## src/rtl/seven_seg_scanner.sv

```systemverilog
// Time-multiplexed seven-segment driver: scan_clk_i is synchronized and used as an advance strobe.
// Optional leading-zero blanking is enabled by defining SEVEN_SEG_LEADING_ZERO_BLANK_EN.
module seven_seg_scanner #(
   parameter int unsigned DIGITS           = 4,
   parameter bit          ANODE_ACTIVE_LOW = 1'b1,
   parameter bit          SEG_ACTIVE_LOW   = 1'b1
) (
   input  logic                  clk_i,
   input  logic                  rst_ni,
   input  logic                  scan_clk_i,
   input  logic [4*DIGITS-1:0]   value_i,
   input  logic [DIGITS-1:0]     dp_i,
   input  logic [DIGITS-1:0]     digit_en_i,
   output logic [DIGITS-1:0]     an_o,
   output logic [6:0]            seg_o,
   output logic                  dp_o
);

   localparam int unsigned IDX_W = (DIGITS > 1) ? $clog2(DIGITS) : 1;
   localparam int unsigned VAL_W = 4 * DIGITS;
   localparam logic [DIGITS-1:0] AN_OFF  = {DIGITS{ANODE_ACTIVE_LOW}};
   localparam logic [6:0]        SEG_OFF = {7{SEG_ACTIVE_LOW}};
   localparam logic              DP_OFF  = SEG_ACTIVE_LOW;

   typedef enum logic {
      ST_HOLD  = 1'b0,
      ST_BLANK = 1'b1
   } state_e;

   state_e              state_q, state_d;
   logic                s1_q, s2_q, s3_q;
   logic [IDX_W-1:0]    idx_q, idx_d;
   logic [VAL_W-1:0]    val_sh_q, val_sh_d;
   logic [DIGITS-1:0]   dp_sh_q, dp_sh_d;
   logic [DIGITS-1:0]   en_sh_q, en_sh_d;
   logic                on_q, on_d;
   logic [DIGITS-1:0]   an_q, an_d;
   logic [6:0]          seg_q, seg_d;
   logic                dp_q, dp_d;

   logic                adv;
   logic                wrap;
   logic                capture;
   logic [IDX_W-1:0]    next_idx;
   logic [DIGITS-1:0]   lz_mask;
   logic                next_on;

   // Active-high gfedcba hex decode
   function automatic logic [6:0] hex7(input logic [3:0] n);
      logic [6:0] s;
      case (n)
         4'h0: s = 7'h3F;  4'h1: s = 7'h06;  4'h2: s = 7'h5B;  4'h3: s = 7'h4F;
         4'h4: s = 7'h66;  4'h5: s = 7'h6D;  4'h6: s = 7'h7D;  4'h7: s = 7'h07;
         4'h8: s = 7'h7F;  4'h9: s = 7'h6F;  4'hA: s = 7'h77;  4'hB: s = 7'h7C;
         4'hC: s = 7'h39;  4'hD: s = 7'h5E;  4'hE: s = 7'h79;  default: s = 7'h71;
      endcase
      return s;
   endfunction

   assign adv      = s2_q & ~s3_q;
   assign wrap     = (idx_q == IDX_W'(DIGITS - 1));
   assign capture  = adv & wrap;
   assign next_idx = wrap ? '0 : idx_q + IDX_W'(1);

   // Frame values as they will be after this cycle: inputs on a wrap, shadows otherwise
   assign val_sh_d = capture ? value_i    : val_sh_q;
   assign dp_sh_d  = capture ? dp_i       : dp_sh_q;
   assign en_sh_d  = capture ? digit_en_i : en_sh_q;

`ifdef SEVEN_SEG_LEADING_ZERO_BLANK_EN
   // Digit k>0 is blank when it and every more-significant nibble are zero
   always_comb begin
      logic upper_zero;
      lz_mask    = '0;
      upper_zero = 1'b1;
      for (int k = DIGITS - 1; k >= 1; k--) begin
         upper_zero = upper_zero & (val_sh_d[4*k +: 4] == 4'h0);
         lz_mask[k] = upper_zero;
      end
   end
`else
   assign lz_mask = '0;
`endif

   assign next_on = en_sh_d[next_idx] & ~lz_mask[next_idx];

   always_ff @(posedge clk_i or negedge rst_ni) begin
      if (!rst_ni) begin
         state_q  <= ST_HOLD;
         s1_q     <= 1'b0;
         s2_q     <= 1'b0;
         s3_q     <= 1'b0;
         idx_q    <= IDX_W'(DIGITS - 1);
         val_sh_q <= '0;
         dp_sh_q  <= '0;
         en_sh_q  <= '0;
         on_q     <= 1'b0;
         an_q     <= AN_OFF;
         seg_q    <= SEG_OFF;
         dp_q     <= DP_OFF;
      end else begin
         state_q  <= state_d;
         s1_q     <= scan_clk_i;
         s2_q     <= s1_q;
         s3_q     <= s2_q;
         idx_q    <= idx_d;
         val_sh_q <= val_sh_d;
         dp_sh_q  <= dp_sh_d;
         en_sh_q  <= en_sh_d;
         on_q     <= on_d;
         an_q     <= an_d;
         seg_q    <= seg_d;
         dp_q     <= dp_d;
      end
   end

   // Advance loads the new digit with anodes off; the following cycle lights the anode
   always_comb begin
      state_d = state_q;
      idx_d   = idx_q;
      on_d    = on_q;
      an_d    = an_q;
      seg_d   = seg_q;
      dp_d    = dp_q;
      if (adv) begin
         idx_d   = next_idx;
         on_d    = next_on;
         seg_d   = next_on ? (hex7(val_sh_d[4*next_idx +: 4]) ^ SEG_OFF) : SEG_OFF;
         dp_d    = (next_on & dp_sh_d[next_idx]) ^ DP_OFF;
         an_d    = AN_OFF;
         state_d = ST_BLANK;
      end else if (state_q == ST_BLANK) begin
         an_d    = on_q ? ((DIGITS'(1) << idx_q) ^ AN_OFF) : AN_OFF;
         state_d = ST_HOLD;
      end
   end

   assign an_o  = an_q;
   assign seg_o = seg_q;
   assign dp_o  = dp_q;

endmodule

```

## config.mk

```make
export PLATFORM = sky130hd
export DESIGN_NAME = seven_seg_scanner
export DESIGN_NICKNAME = d
export VERILOG_FILES = /design/src/rtl/seven_seg_scanner.sv
export SDC_FILE = /design/constraint.sdc
export NUM_CORES = 1
export LEC_CHECK = 0
export BUFFER_PORTS_ARGS = -buffer_cell sky130_fd_sc_hd__buf_2
export CAP_MARGIN = 20
export CORE_MARGIN = 2
export CORE_UTILIZATION = 40
export CTS_BUF_LIST = sky130_fd_sc_hd__clkbuf_4
export CTS_CLUSTER_DIAMETER = 200
export DETAILED_ROUTE_END_ITERATION = 12
export GPL_ROUTABILITY_DRIVEN = 0
export HOLD_SLACK_MARGIN = 0.02
export PLACE_DENSITY = 0.67
export SETUP_SLACK_MARGIN = 0.2
export SYNTH_ARGS = -nofsm -noshare
export SYNTH_HDL_FRONTEND = slang
export SYNTH_SLANG_ARGS = --single-unit
```

## constraint.sdc

```tcl
create_clock -name clk_i -period 7.1 [get_ports clk_i]
set_input_delay 0 -clock clk_i [delete_from_list [all_inputs] [get_ports clk_i]]
set_output_delay 0 -clock clk_i [all_outputs]
set_load 0.05 [all_outputs]
```

==> results.json <==
{
  "status": "complete, no violations",
  "skew_ps": 8.52,
  "final_area_um2": 3180,
  "clkLatencyLatePin_ps": 360,
  "cts_buffers": 5,
  "p_int_w": 0.000822,
  "syn_inst": 238,
  "crit_path_top_delay_cell": "dfstp_2",
  "worst_slew_pin_slew_ps": 930,
  "r2r_slack_ps": 3460,
  "antenna_found_initial": 0,
  "use_met1": 0.237,
  "combPwrFrac": 0.588,
  "async_flop_share": 1.00,
  "grtUsageTotal": 0.172,
  "power_leakage_nw": 1.43,
  "fin_setup_tns_ps": 0,
  "drt-total-wl_um": 5750,
  "period_share": 0.513,
  "area_growth_pct": 20.7,
  "holdCritPathClass": "input port to flop",
  "fillCellCount": 568,
  "via_per_inst": 5.38,
  "worst_path_largest_cell_delay_ps": 640,
  "drive_gt1_frac": 0.312,
  "worstPathMaxFanout": 42,
  "synth_edf_count": 0,
  "die_h_um": 85.2,
  "drv_slew": 0,
  "syn_nets": 276,
  "setup_viol_count_final": 0,
  "slew_headroom": 0.380,
  "yosysWarnings": 0,
  "crit_top_cell": "ha_1",
  "clock-sinks": 43,
  "cts_max_path_buffers": 2,
  "yosysMostFrequentCell": "nand2_1",
  "whs_ps": 288,
  "die_area_um2": 7260,
  "place_area_um2": 2840,
  "endpoint_kind": "flop",
  "cp-start-kind": "flop",
  "use_met3": 0.0418,
  "multi_input_area_um2": 1420,
  "power.density_nw_per_um2": 461,
  "cp.arrival_ps": 3950,
  "switching_power_w": 0.000646,
  "crit_chain": "ha_1 -> nand3b_4 -> mux4_2 -> mux2i_1 -> inv_1 -> ha_1 -> nand2_1 -> o21ai_0 -> and3_1 -> o32a_1",
  "use_met2": 0.268,
  "vias": 2019,
  "htreeDepth": 2,
  "yosys.cell_types.count": 43,
  "hold_viol": 0,
  "ys_top_cells_by_count": "nand2_1 (53), dfrtp_1 (29), mux2i_1 (15)",
  "avgSynthCellArea_um2": 11.1,
  "synth.area.top_cells": "dfrtp_1 (28%), dfstp_2 (14%), mux4_2 (11%)",
  "register_area_um2": 1090,
  "ant_nets": 0,
  "sw_frac_of_total": 0.440,
  "fin_cells": 375,
  "grt_start_max_net_pins": 44,
  "hpwl_um": 4000,
  "drt_first_pass_iters": 4,
  "clk_pin_slew_ps": 130,
  "grt_pass1_vias": 2013,
  "cts_tree": "built",
  "initial_core_util": 0.415,
  "die_w_um": 85.2,
  "globalRouteOverflowTotal": 0,
  "synth_ff_type": "dfrtp_1",
  "critical_path_class": "flop to flop",
  "yosysTopAreaCellShare": 0.275,
  "max_clock_freq_mhz": 274,
  "grt_first_pass_wirelength_um": 9950,
  "rsz0062_at_grt": "false",
  "ios": 39,
  "rows": 29,
  "drc": 0,
  "clkPwrFrac": 0.110,
  "antenna_cells": 0,
  "cp.required_ps": 7400,
  "fin_nets": 335,
  "first_iter_violations": 106,
  "period_needed_ps": 3640,
  "root_buffer": "clkbuf_4",
  "maxCapViolCount": 0,
  "peakVddDrop_mv": 0.193,
  "ys_seq_area_frac": 0.415,
  "cts_setup_buffers": 0,
  "core_area_um2": 6350,
  "yosysTopAreaCell": "dfrtp_1",
  "syn_area_um2": 2640,
  "synth_seq_cells": 43,
  "top_usage_layer": "met2",
  "wl_per_cell_um": 15.3,
  "io_buffers": 38,
  "dpl.cell_count": 341,
  "power_frac_seq": 0.301
}
[final timing paths]
kind / start / to / cells after the start
hold reg to reg: s1_q$_DFF_PN0_ / s2_q$_DFF_PN0_ / 0
min in group asynchronous: rst_ni / s1_q$_DFF_PN0_ / 2
setup reg to reg: idx_q[0]$_DFFE_PN1N_ / seg_o[6]$_DFFE_PN1N_ / 10
max in group asynchronous: rst_ni / val_sh_q[3]$_DFF_PN0_ / 2
setup / recovery: idx_q[0]$_DFFE_PN1N_ / seg_o[6]$_DFFE_PN1N_ / 10
hold / removal: scan_clk_i / s1_q$_DFF_PN0_ / 2
[layout by cell type (no fill, tap or decap), types with 6 or more instances in the layout]
master and count:
ha_1 11, inv_1 11, dlygate4sd3_1 26, o21ai_0 11
nand2_1 53, buf_2 38, nand3_1 6, clkbuf_4 7
dfstp_2 14, dfrtp_1 29, mux4_2 13, nor2_1 8
mux2_2 12, mux2i_1 15
[worst max-delay path, delay by kind of cell, from the launching register on]
family,cells,cell delay (ps)
fa+ha+maj,2,530
simple gates,3,720
flops,1,640
buf+inv,1,130
mux,2,1120
compound gates,2,410
[power by group through the flow]
stage | combinational (W) | sequential (W) | clock [W]
after CTS | 0.000865 | 0.000441 | 0.000166
after global routing | 0.000951 | 0.000456 | 0.000178
after detailed placement | 0.000849 | 0.000447 | 0
after floorplan | 0.000620 | 0.000506 | 0
after global placement | 0.000840 | 0.000440 | 0
final | 0.000863 | 0.000442 | 0.000162
[logic make-up after synthesis]
logic type / Yosys count / synth area share
and+or+nand+nor: 82 / 0.143
AOI/OAI and AO/OA: 33 / 0.0807
buffers and inverters: 24 / 0.0484
muxes: 45 / 0.261
DFF: 43 / 0.415
adders and majority gates: 11 / 0.0522
[layer usage]
metal | wire length [um] | vias to the layer above | part of all wire
met4 | 103 | 0 | 0.018
met1 | 2610 | 998 | 0.45
met2 | 2810 | 47 | 0.49
met5 | 0 | - | 0
li1 | - | 964 | -
met3 | 220 | 10 | 0.038
[through the flow]
| step | power, W | utilization | setup WS (ps) |
|---|---|---|---|
| final | 0.00147 | 0.501 | 3460 |
| after global routing | 0.00158 | 0.501 | 3140 |
| after CTS | 0.00147 | 0.501 | 3430 |
| after detailed placement | 0.00130 | 0.447 | 3460 |
| after global placement | 0.00128 | 0.447 | 3590 |
| after floorplan | 0.00113 | - | 4290 |
[what timing repair did]
action / CTS / global route
endpoints found under the hold margin: 54 / 0
hold buffers: 26 / 0
resized for setup: 0 / 0
[registers in the layout (all words and copies together), names as in the netlist, 2 cells and up]
signal / count
an_o: 4
val_sh_q: 16
dp_sh_q: 4
en_sh_q: 4
seg_o: 7
idx_q: 2
[layout make-up]
type                       count  share of cell area
clock buffer                   7              0.0165
clock inverter                 1             0.00943
inverter                      12              0.0142
multi-input combinational    171               0.445
sequential                    43               0.344
tap                           77              0.0303
timing repair buffer          64               0.142
(Power assumes the default switching activity.)
